--- config.mk ---
export PLATFORM = sky130hd
export DESIGN_NAME = mips_multicycle_ctrl_flat
export DESIGN_NICKNAME = d
export VERILOG_FILES = /design/src/rtl/mips_multicycle_ctrl_if.sv /design/src/rtl/mips_multicycle_ctrl.sv /design/src/flat_wrapper.sv
export SDC_FILE = /design/constraint.sdc
export NUM_CORES = 1
export LEC_CHECK = 0
export CORE_MARGIN = 3
export CORE_UTILIZATION = 54
export DETAILED_ROUTE_END_ITERATION = 7
export PLACE_DENSITY = 0.87
export SKIP_CTS_REPAIR_TIMING = 1
export SLEW_MARGIN = 20
export SYNTH_ARGS = -nofsm -noshare
export SYNTH_HDL_FRONTEND = slang
export SYNTH_SLANG_ARGS = --single-unit
--- constraint.sdc ---
create_clock -name clock -period 7.2 [get_ports clock]
set_input_delay 2.16 -clock clock [delete_from_list [all_inputs] [get_ports clock]]
set_output_delay 2.16 -clock clock [all_outputs]
set_load 0.01 [all_outputs]
--- src/rtl/mips_multicycle_ctrl_if.sv ---
// Bus between the multi-cycle controller and the MIPS datapath / memory port.
// The controller takes the master modport; the datapath side takes the slave modport.
interface mips_multicycle_ctrl_if #(
    parameter int unsigned ALU_OP_W = 3,
    parameter int unsigned CNT_W    = 32
);
    logic [5:0]          opcode;
    logic [5:0]          funct;
    logic                zero;
    logic                mem_ready;
    logic [2:0]          state;
    logic                ir_we;
    logic                pc_we;
    logic [1:0]          control_type;
    logic [ALU_OP_W-1:0] alu_op;
    logic                alu_src2;
    logic                rd_src;
    logic                reg_we;
    logic                mem_read;
    logic                word_we;
    logic                byte_we;
    logic                byte_load;
    logic                lui;
    logic                slt;
    logic                except;
    logic [1:0]          exc_cause;
    logic [CNT_W-1:0]    retired;

    modport master (
        input  opcode, funct, zero, mem_ready,
        output state, ir_we, pc_we, control_type, alu_op, alu_src2, rd_src, reg_we,
               mem_read, word_we, byte_we, byte_load, lui, slt, except, exc_cause, retired
    );

    modport slave (
        output opcode, funct, zero, mem_ready,
        input  state, ir_we, pc_we, control_type, alu_op, alu_src2, rd_src, reg_we,
               mem_read, word_we, byte_we, byte_load, lui, slt, except, exc_cause, retired
    );
endinterface

--- src/rtl/mips_multicycle_ctrl.sv ---
// Multi-cycle MIPS control FSM: FETCH/DECODE/EXEC/MEM/WB with memory-ready handshake,
// illegal-opcode and bus-timeout traps, and a retired-instruction counter.
module mips_multicycle_ctrl #(
    parameter int unsigned ALU_OP_W = 3,
    parameter int unsigned TIMEOUT  = 16,
    parameter int unsigned TO_W     = 5,
    parameter int unsigned CNT_W    = 32
) (
    input  logic                  clock,
    input  logic                  reset_n,
    mips_multicycle_ctrl_if.master bus
);

    typedef enum logic [2:0] {
        S_FETCH  = 3'd0,
        S_DECODE = 3'd1,
        S_EXEC   = 3'd2,
        S_MEM    = 3'd3,
        S_WB     = 3'd4,
        S_EXCEPT = 3'd5
    } state_e;

    localparam logic [5:0] OP_OTHER0 = 6'h00, OP_J    = 6'h02, OP_BEQ  = 6'h04, OP_BNE = 6'h05,
                           OP_ADDI   = 6'h08, OP_ANDI = 6'h0c, OP_ORI  = 6'h0d, OP_XORI = 6'h0e,
                           OP_LUI    = 6'h0f, OP_LW   = 6'h23, OP_LBU  = 6'h24, OP_SB  = 6'h28,
                           OP_SW     = 6'h2b;
    localparam logic [5:0] FN_JR  = 6'h08, FN_ADD = 6'h20, FN_SUB = 6'h22, FN_AND = 6'h24,
                           FN_OR  = 6'h25, FN_XOR = 6'h26, FN_NOR = 6'h27, FN_SLT = 6'h2a;

    localparam logic [ALU_OP_W-1:0] ALU_ADD = ALU_OP_W'(2), ALU_SUB = ALU_OP_W'(3),
                                    ALU_AND = ALU_OP_W'(4), ALU_OR  = ALU_OP_W'(5),
                                    ALU_NOR = ALU_OP_W'(6), ALU_XOR = ALU_OP_W'(7);

    localparam logic [TO_W-1:0] TO_LAST = TO_W'(TIMEOUT - 1);

    state_e           state_q, state_d;
    logic [TO_W-1:0]  cnt_q, cnt_d;
    logic [1:0]       cause_q, cause_d;
    logic [CNT_W-1:0] retired_q, retired_d;
    logic [5:0]       op_q, op_d;
    logic [5:0]       fn_q, fn_d;

    function automatic logic is_legal(input logic [5:0] op, input logic [5:0] fn);
        case (op)
            OP_OTHER0: begin
                case (fn)
                    FN_ADD, FN_SUB, FN_AND, FN_OR,
                    FN_XOR, FN_NOR, FN_SLT, FN_JR: is_legal = 1'b1;
                    default:                       is_legal = 1'b0;
                endcase
            end
            OP_J, OP_BEQ, OP_BNE, OP_ADDI, OP_ANDI, OP_ORI, OP_XORI,
            OP_LUI, OP_LW, OP_LBU, OP_SB, OP_SW: is_legal = 1'b1;
            default:                             is_legal = 1'b0;
        endcase
    endfunction

    // Datapath controls decoded from the fields latched in DECODE.
    logic                is_beq, is_bne, is_j, is_jr, is_load, is_store, is_byte;
    logic [ALU_OP_W-1:0] dec_alu_op;
    logic                dec_src2, dec_rd_src, dec_lui, dec_slt;

    always_comb begin
        is_beq     = 1'b0;
        is_bne     = 1'b0;
        is_j       = 1'b0;
        is_jr      = 1'b0;
        is_load    = 1'b0;
        is_store   = 1'b0;
        is_byte    = 1'b0;
        dec_alu_op = ALU_ADD;
        dec_src2   = 1'b0;
        dec_rd_src = 1'b0;
        dec_lui    = 1'b0;
        dec_slt    = 1'b0;
        case (op_q)
            OP_OTHER0: begin
                case (fn_q)
                    FN_SUB:  dec_alu_op = ALU_SUB;
                    FN_AND:  dec_alu_op = ALU_AND;
                    FN_OR:   dec_alu_op = ALU_OR;
                    FN_XOR:  dec_alu_op = ALU_XOR;
                    FN_NOR:  dec_alu_op = ALU_NOR;
                    FN_SLT: begin
                        dec_alu_op = ALU_SUB;
                        dec_slt    = 1'b1;
                    end
                    FN_JR:   is_jr = 1'b1;
                    default: dec_alu_op = ALU_ADD;
                endcase
            end
            OP_J:   is_j = 1'b1;
            OP_BEQ: begin
                is_beq     = 1'b1;
                dec_alu_op = ALU_SUB;
            end
            OP_BNE: begin
                is_bne     = 1'b1;
                dec_alu_op = ALU_SUB;
            end
            OP_ADDI, OP_ANDI, OP_ORI, OP_XORI, OP_LUI: begin
                dec_src2   = 1'b1;
                dec_rd_src = 1'b1;
                dec_lui    = (op_q == OP_LUI);
                case (op_q)
                    OP_ANDI: dec_alu_op = ALU_AND;
                    OP_ORI:  dec_alu_op = ALU_OR;
                    OP_XORI: dec_alu_op = ALU_XOR;
                    default: dec_alu_op = ALU_ADD;
                endcase
            end
            OP_LW, OP_LBU: begin
                is_load    = 1'b1;
                is_byte    = (op_q == OP_LBU);
                dec_src2   = 1'b1;
                dec_rd_src = 1'b1;
            end
            OP_SB, OP_SW: begin
                is_store = 1'b1;
                is_byte  = (op_q == OP_SB);
                dec_src2 = 1'b1;
            end
            default: dec_alu_op = ALU_ADD;
        endcase
    end

    logic is_flow;
    logic retire;

    assign is_flow = is_beq | is_bne | is_j | is_jr;
    assign retire  = ((state_q == S_EXEC) && is_flow) ||
                     ((state_q == S_MEM) && is_store && bus.mem_ready) ||
                     (state_q == S_WB);

    always_comb begin
        state_d   = state_q;
        cnt_d     = cnt_q;
        cause_d   = cause_q;
        retired_d = retired_q;
        op_d      = op_q;
        fn_d      = fn_q;
        case (state_q)
            S_FETCH: begin
                if (bus.mem_ready) begin
                    state_d = S_DECODE;
                end else if (cnt_q == TO_LAST) begin
                    state_d = S_EXCEPT;
                    cause_d = 2'd2;
                end else begin
                    cnt_d = cnt_q + 1'b1;
                end
            end
            S_DECODE: begin
                op_d = bus.opcode;
                fn_d = bus.funct;
                if (is_legal(bus.opcode, bus.funct)) begin
                    state_d = S_EXEC;
                end else begin
                    state_d = S_EXCEPT;
                    cause_d = 2'd1;
                end
            end
            S_EXEC: begin
                if (is_flow)                  state_d = S_FETCH;
                else if (is_load || is_store) state_d = S_MEM;
                else                          state_d = S_WB;
            end
            S_MEM: begin
                if (bus.mem_ready) begin
                    state_d = is_store ? S_FETCH : S_WB;
                end else if (cnt_q == TO_LAST) begin
                    state_d = S_EXCEPT;
                    cause_d = 2'd3;
                end else begin
                    cnt_d = cnt_q + 1'b1;
                end
            end
            default: state_d = S_FETCH;
        endcase
        if (state_d != state_q) cnt_d = '0;
        if (retire)             retired_d = retired_q + 1'b1;
    end

    always_ff @(posedge clock or negedge reset_n) begin
        if (!reset_n) begin
            state_q   <= S_FETCH;
            cnt_q     <= '0;
            cause_q   <= '0;
            retired_q <= '0;
            op_q      <= '0;
            fn_q      <= '0;
        end else begin
            state_q   <= state_d;
            cnt_q     <= cnt_d;
            cause_q   <= cause_d;
            retired_q <= retired_d;
            op_q      <= op_d;
            fn_q      <= fn_d;
        end
    end

    logic                ir_we_c, pc_we_c, reg_we_c, mem_read_c, word_we_c, byte_we_c;
    logic                alu_src2_c, rd_src_c, byte_load_c, lui_c, slt_c;
    logic [1:0]          ctl_type_c;
    logic [ALU_OP_W-1:0] alu_op_c;

    always_comb begin
        ir_we_c     = 1'b0;
        pc_we_c     = retire;
        reg_we_c    = 1'b0;
        mem_read_c  = 1'b0;
        word_we_c   = 1'b0;
        byte_we_c   = 1'b0;
        alu_op_c    = ALU_ADD;
        alu_src2_c  = 1'b0;
        rd_src_c    = 1'b0;
        byte_load_c = 1'b0;
        lui_c       = 1'b0;
        slt_c       = 1'b0;
        ctl_type_c  = 2'd0;
        if (state_q == S_EXEC || state_q == S_MEM || state_q == S_WB) begin
            alu_op_c    = dec_alu_op;
            alu_src2_c  = dec_src2;
            rd_src_c    = dec_rd_src;
            byte_load_c = is_load & is_byte;
            lui_c       = dec_lui;
            slt_c       = dec_slt;
        end
        case (state_q)
            S_FETCH: begin
                mem_read_c = 1'b1;
                ir_we_c    = bus.mem_ready;
            end
            S_EXEC: begin
                // Branch select is the only output that looks at the live zero flag.
                if (is_beq)     ctl_type_c = bus.zero ? 2'd1 : 2'd0;
                else if (is_bne) ctl_type_c = bus.zero ? 2'd0 : 2'd1;
                else if (is_j)   ctl_type_c = 2'd2;
                else if (is_jr)  ctl_type_c = 2'd3;
            end
            S_MEM: begin
                mem_read_c = is_load;
                word_we_c  = is_store & ~is_byte;
                byte_we_c  = is_store & is_byte;
            end
            S_WB:    reg_we_c = 1'b1;
            default: ;
        endcase
    end

    // Strobes are gated by reset_n so they fall with reset, not at the next edge.
    assign bus.state        = state_q;
    assign bus.ir_we        = reset_n & ir_we_c;
    assign bus.pc_we        = reset_n & pc_we_c;
    assign bus.reg_we       = reset_n & reg_we_c;
    assign bus.mem_read     = reset_n & mem_read_c;
    assign bus.word_we      = reset_n & word_we_c;
    assign bus.byte_we      = reset_n & byte_we_c;
    assign bus.except       = reset_n & (state_q == S_EXCEPT);
    assign bus.control_type = ctl_type_c;
    assign bus.alu_op       = alu_op_c;
    assign bus.alu_src2     = alu_src2_c;
    assign bus.rd_src       = rd_src_c;
    assign bus.byte_load    = byte_load_c;
    assign bus.lui          = lui_c;
    assign bus.slt          = slt_c;
    assign bus.exc_cause    = cause_q;
    assign bus.retired      = retired_q;

endmodule

--- src/flat_wrapper.sv ---
// flat-port wrapper written by rule: the top's interface ports become plain ports
module mips_multicycle_ctrl_flat 
#(
    parameter int unsigned ALU_OP_W = 3,
    parameter int unsigned TIMEOUT  = 16,
    parameter int unsigned TO_W     = 5,
    parameter int unsigned CNT_W    = 32
)
  (clock, reset_n, bus_opcode, bus_funct, bus_zero, bus_mem_ready, bus_state, bus_ir_we, bus_pc_we, bus_control_type, bus_alu_op, bus_alu_src2, bus_rd_src, bus_reg_we, bus_mem_read, bus_word_we, bus_byte_we, bus_byte_load, bus_lui, bus_slt, bus_except, bus_exc_cause, bus_retired);
  mips_multicycle_ctrl_if #(.ALU_OP_W(ALU_OP_W), .CNT_W(CNT_W)) bus_i ();
  input  logic clock;
  input  logic reset_n;
  input wire logic [$bits(bus_i.opcode)-1:0] bus_opcode;
  input wire logic [$bits(bus_i.funct)-1:0] bus_funct;
  input wire logic [$bits(bus_i.zero)-1:0] bus_zero;
  input wire logic [$bits(bus_i.mem_ready)-1:0] bus_mem_ready;
  output wire logic [$bits(bus_i.state)-1:0] bus_state;
  output wire logic [$bits(bus_i.ir_we)-1:0] bus_ir_we;
  output wire logic [$bits(bus_i.pc_we)-1:0] bus_pc_we;
  output wire logic [$bits(bus_i.control_type)-1:0] bus_control_type;
  output wire logic [$bits(bus_i.alu_op)-1:0] bus_alu_op;
  output wire logic [$bits(bus_i.alu_src2)-1:0] bus_alu_src2;
  output wire logic [$bits(bus_i.rd_src)-1:0] bus_rd_src;
  output wire logic [$bits(bus_i.reg_we)-1:0] bus_reg_we;
  output wire logic [$bits(bus_i.mem_read)-1:0] bus_mem_read;
  output wire logic [$bits(bus_i.word_we)-1:0] bus_word_we;
  output wire logic [$bits(bus_i.byte_we)-1:0] bus_byte_we;
  output wire logic [$bits(bus_i.byte_load)-1:0] bus_byte_load;
  output wire logic [$bits(bus_i.lui)-1:0] bus_lui;
  output wire logic [$bits(bus_i.slt)-1:0] bus_slt;
  output wire logic [$bits(bus_i.except)-1:0] bus_except;
  output wire logic [$bits(bus_i.exc_cause)-1:0] bus_exc_cause;
  output wire logic [$bits(bus_i.retired)-1:0] bus_retired;
  assign bus_i.opcode = bus_opcode;
  assign bus_i.funct = bus_funct;
  assign bus_i.zero = bus_zero;
  assign bus_i.mem_ready = bus_mem_ready;
  assign bus_state = bus_i.state;
  assign bus_ir_we = bus_i.ir_we;
  assign bus_pc_we = bus_i.pc_we;
  assign bus_control_type = bus_i.control_type;
  assign bus_alu_op = bus_i.alu_op;
  assign bus_alu_src2 = bus_i.alu_src2;
  assign bus_rd_src = bus_i.rd_src;
  assign bus_reg_we = bus_i.reg_we;
  assign bus_mem_read = bus_i.mem_read;
  assign bus_word_we = bus_i.word_we;
  assign bus_byte_we = bus_i.byte_we;
  assign bus_byte_load = bus_i.byte_load;
  assign bus_lui = bus_i.lui;
  assign bus_slt = bus_i.slt;
  assign bus_except = bus_i.except;
  assign bus_exc_cause = bus_i.exc_cause;
  assign bus_retired = bus_i.retired;
  mips_multicycle_ctrl #(.ALU_OP_W(ALU_OP_W), .TIMEOUT(TIMEOUT), .TO_W(TO_W), .CNT_W(CNT_W)) u_core (.clock(clock), .reset_n(reset_n), .bus(bus_i));
endmodule
==> Word level (Yosys, flattened, before mapping) <==
Index checks and enable logic that the tools add are counted.
{ "totals": {"out_inout_bits": 54, "word_cells": 155, "mem_count": 0, "inputBits": 16, "latch_bits": 0, "mem_bits_rw": 0, "reg_bits": 54, "rom_bits": 0} }
{ "classes": {"mul": 0, "magnitude_cmp": 0, "add_sub_neg": 2, "div": 0, "bitwise_logic": 14, "eq_ne": 53, "n_mux": 55, "n_reduce_logical": 25, "shifts": 0} }
{ "ops": {"columns": ["op", "count"], "rows": [
  ["6-bit == test, second input constant", 21],
  ["6-bit by 4-bit == test with 1-bit output, second input constant", 12],
  ["32-bit by 1-bit adder with 32-bit output, second input constant", 1],
  ["1-bit two-way mux", 25],
  ["6-bit by 3-bit == test with 1-bit output, second input constant", 4],
  ["3-bit two-way mux", 8],
  ["2-bit two-way mux", 10],
  ["5-bit two-way mux", 4],
  ["3-bit one-hot mux with 3 select lines", 2],
  ["3-bit one-hot mux with 5 select lines", 1],
  ["6-bit by 2-bit == test with 1-bit output, second input constant", 2],
  ["6-bit logical NOT", 2],
  ["3-bit one-hot mux with 4 select lines", 1],
  ["12-bit OR reduction", 1],
  ["1-bit bitwise AND", 10],
  ["2-bit inequality test, second input constant", 5],
  ["2-bit OR reduction", 5],
  ["9-bit OR reduction", 1],
  ["8-bit OR reduction", 1],
  ["7-bit OR reduction", 1],
  ["3-bit by 2-bit == test with 1-bit output, second input constant", 2],
  ["3-bit == test, second input constant", 2],
  ["1-bit one-hot mux with 2 select lines", 3],
  ["2-bit one-hot mux with 3 select lines", 1],
  ["15 further kinds", 24]
]} }

==> Depth between registers and ports, before layout <==
{ "depth": {"ltp_word": 10, "mapped_depth": 9, "mapped_depth_nobuf": 8} }

==> Worst setup path after synthesis <==
No wires, ideal clock.
{ "synth_path": {"kind": "input port to output port", "from": "input bus_mem_ready", "to": "output bus_pc_we", "n_path_buf": 0, "stages": 4, "arrival_time_ps": 2963, "t_required_ps": 5040, "path_slack_ps": 2077, "path_cell_list": "and3_1 > a22oi_2 > o21ai_2 > and2_1"} }
{ "synth_via": {"elab_chain_cells": 4} }
{ "synth_rtl": {"columns": ["element", "line", "text"], "rows": [
  ["from (decl)", "flat_wrapper.sv:16", "input wire logic [$bits(bus_i.mem_ready)-1:0] bus_mem_ready;"],
  ["1-bit logical AND", "mips_multicycle_ctrl.sv:132", "((state_q == S_MEM) && is_store && bus.mem_ready) ||"],
  ["1-bit logical OR", "mips_multicycle_ctrl.sv:131", "assign retire = ((state_q == S_EXEC) && is_flow) ||"],
  ["1-bit logical OR", "mips_multicycle_ctrl.sv:132", null],
  ["1-bit bitwise AND", "mips_multicycle_ctrl.sv:254", "assign bus.pc_we = reset_n & pc_we_c;"],
  ["to (decl)", "flat_wrapper.sv:19", "output wire logic [$bits(bus_i.pc_we)-1:0] bus_pc_we;"]
]} }
Every way passes these cells.

==> Final worst setup path <==
Same ends and word-level chain as after synthesis.

==> summary.md <==
| Metric | Value |
|---|---|
| Number of global-route vias before repair | `2565` |
| CORE AREA | `5300 sq um` |
| Worst slack at placement | `1.02 ns` |
| Slew HR | `44.1%` |
| Dpl hpwl | `5.50 mm` |
| CP Capture Type | `primary output` |
| Layout Skew | `0.00886 ns` |
| Die extent in x | `81.4 um` |
| Top cells by instance count after synthesis | `54 x dfrtp_1, 32 x xnor2_1, 28 x nor2_1` |
| Pins over their slew limit | `0` |
| Warnings, synthesis | `0` |
| Top post-synthesis cells by area | `dfrtp_1 44%, xnor2_1 9.1%, mux2_2 4.8%` |
| DRT iter0 DRCs | `172` |
| Largest net degree at the start of global routing | `36` |
| Min-delay worst type | `flip-flop to flip-flop` |
| Routed Antenna Nets | `0` |
| WS Path Type | `input pin to primary output` |
| RSZ-0062 raised after global routing | `no` |
| Largest area contributor in the netlist | `dfrtp_1` |
| Gpl congestion | `0.818` |
| Total global-route track usage | `24.3%` |
| Count of different cell masters after synthesis | `55` |
| Die height | `81.4 um` |
| Area of all sequential standard cells | `1350 sq um` |
| Max Freq | `162 MHz` |
| Peak VDD IR | `0.152 mV` |
| Leakage | `1.45 nW` |
| Max Fanout on Critical Path | `10` |
| Post-synth top flop | `dfrtp_1` |
| Max Buffers Root-to-Sink | `2` |
| Drt first pass iters | `4` |
| Mapped Nets | `335` |
| DR vias | `2639` |
| Total CTS buffers | `5` |
| FILL cells | `398` |
| Top-area cell type share of the netlist area | `44.0%` |
| Starting Density | `57.9%` |
| Worst Min Path Start | `u_core.cnt_q[0]` |
| Row count | `26` |
| Post-synthesis average cell area | `9.72 sq um` |
| Final #Nets | `401` |
| I/O Buffers | `69` |
| Cells after DPL | `445` |
| Non-filler cells, final | `452` |
| DRC Markers | `0` |
| Post-Syn Area | `3070 sq um` |
| Initial antenna violation count | `0` |
| Asr flop ratio synth | `100%` |
| Sequential fraction of the synthesis area | `44.0%` |
| GRT overflow | `0` |
| Final hold violation count | `0` |
| Routed length per instance | `16.0 um` |
| Crit start category | `input pin` |
| Synthesized instance count | `316` |
| CP Data Required Time | `5.04 ns` |
| CTS tree | `yes` |
| Worst Path Arrival | `4.02 ns` |
| Setup violators final | `0` |
| Ant diodes | `0` |
| Count leader, synth | `dfrtp_1` |
| Setup ws final | `1.02 ns` |
| Clock latency on the worst-skew pair | `0.30 ns` |
| CTS H-tree depth | `2` |
| Maximum capacitance violations | `0` |
| Clk sinks | `54` |
| Min Tclk post-route | `6.18 ns` |
| Area occupied by multi-input gates | `1630 sq um` |
| #FFs+latches synth | `54` |
| Status | `finished clean` |
| Period utilization | `85.9%` |
| Clk Tree Root Cell | `clkbuf_8` |
| Layout overhead on the synthesized area | `26.4%` |
| CTS clk-pin slew, worst paths | `0.08 ns` |
| CP Launch Point | `bus_mem_ready` |
| Post-synth EDFFs | `0` |
| Share of cells above drive strength 1 | `9.42%` |
| Final TNS setup | `0 ns` |
| First-pass GRT wire length | `12.5 mm` |
| Die area | `6630 sq um` |
| I/O Pins | `70` |
| Via density | `5.84` |
| WL final | `7.25 mm` |
| Worst R2R Start | `u_core.op_q[2]` |
| Actual slew at the worst max-slew pin | `0.838 ns` |
| PwrDens | `269 nW/um^2` |
[logic make-up after synthesis]
group                    count (synthesis)  synth area share [%]
AO/OA/AOI/OAI                           37                  9.45
XOR/XNOR                                36                  10.3
adder cells (fa/ha/maj)                  3                  1.22
buffers and inverters                   19                  2.85
flip-flops                              54                  44.0
multiplexers                            15                  5.42
AND/OR/NAND/NOR                        152                  26.8
[power breakdown]
group	internal [mW]	leakage, nW	switching, mW
Clock	0.0669	0.0373	0.0929
Combinational	0.204	0.708	0.200
Sequential	0.361	0.705	0.117
Total	0.632	1.45	0.410
[path summary, 6_finish.rpt]
path / end / cells past startpoint / slack, ns
max: bus_pc_we / 6 / 1.02
min: u_core.cnt_q[0] / 1 / 0.46
max reg2reg: u_core.bus.retired[12] / 6 / 4.52
min reg2reg: u_core.cnt_q[0] / 1 / 0.46
max in group asynchronous: u_core.cnt_q[3] / 2 / 4.89
min in group asynchronous: u_core.fn_q[1] / 2 / 1.94
[state kept, by name, summed over array words and instances (netlist names)]
name                  flops
u_core.bus.retired       32
u_core.fn_q               6
u_core.op_q               6
u_core.cnt_q              5
u_core.bus.state          3
u_core.bus.exc_cause      2
[cell usage in the layout (no fill, tap or decap), types with 4 or more instances in the layout]
master,instances
xor2_1,4
a21oi_1,9
nand3_1,16
nand2b_1,14
nor4_1,6
o21ai_0,5
nand2_1,27
inv_1,7
xnor2_1,32
mux2_2,13
clkdlybuf4s50_1,68
nor3_1,11
nor2b_1,10
nand4_1,11
clkbuf_8,5
dfrtp_1,54
nor2_1,27
and3_1,7
nor3b_1,5
[through the flow]
stage	hold WS [ns]	instance area (sq um)	power (mW)	utilization, %
after floorplan	0.433	3070	0.746	-
after global placement	0.444	3800	0.870	71.6
after detailed placement	0.456	3800	0.884	71.6
after CTS	0.468	3880	1.04	73.1
after global routing	0.495	3880	1.12	73.2
final	0.461	3880	1.04	73.2
[per-layer routing]
metal  up-vias  part of all wire [%]  GRT usage (%)
li1       1255                     -              -
met4         0                  0.90           7.09
met5         -                     0              0
met2        92                    48           37.9
met1      1285                    46           34.5
met3         7                   5.9           4.55
[worst max-delay path: stages]
cell and delay, ns:
clkdlybuf4s50_1 0.50, and3_1 0.22, a22oi_2 0.27, o21ai_2 0.20
and2_1 0.21, clkdlybuf4s50_1 0.47
[area by class of cell]
| class | instances | share of cell area (%) |
|---|---|---|
| Multi-Input combinational cell | 243 | 42.1 |
| Clock inverter | 1 | 0.193 |
| Clock buffer | 6 | 1.87 |
| Tap cell | 70 | 2.26 |
| Timing Repair Buffer | 71 | 18.1 |
| Inverter | 7 | 0.677 |
| Sequential cell | 54 | 34.8 |
Power figures use the tool's default switching activity.
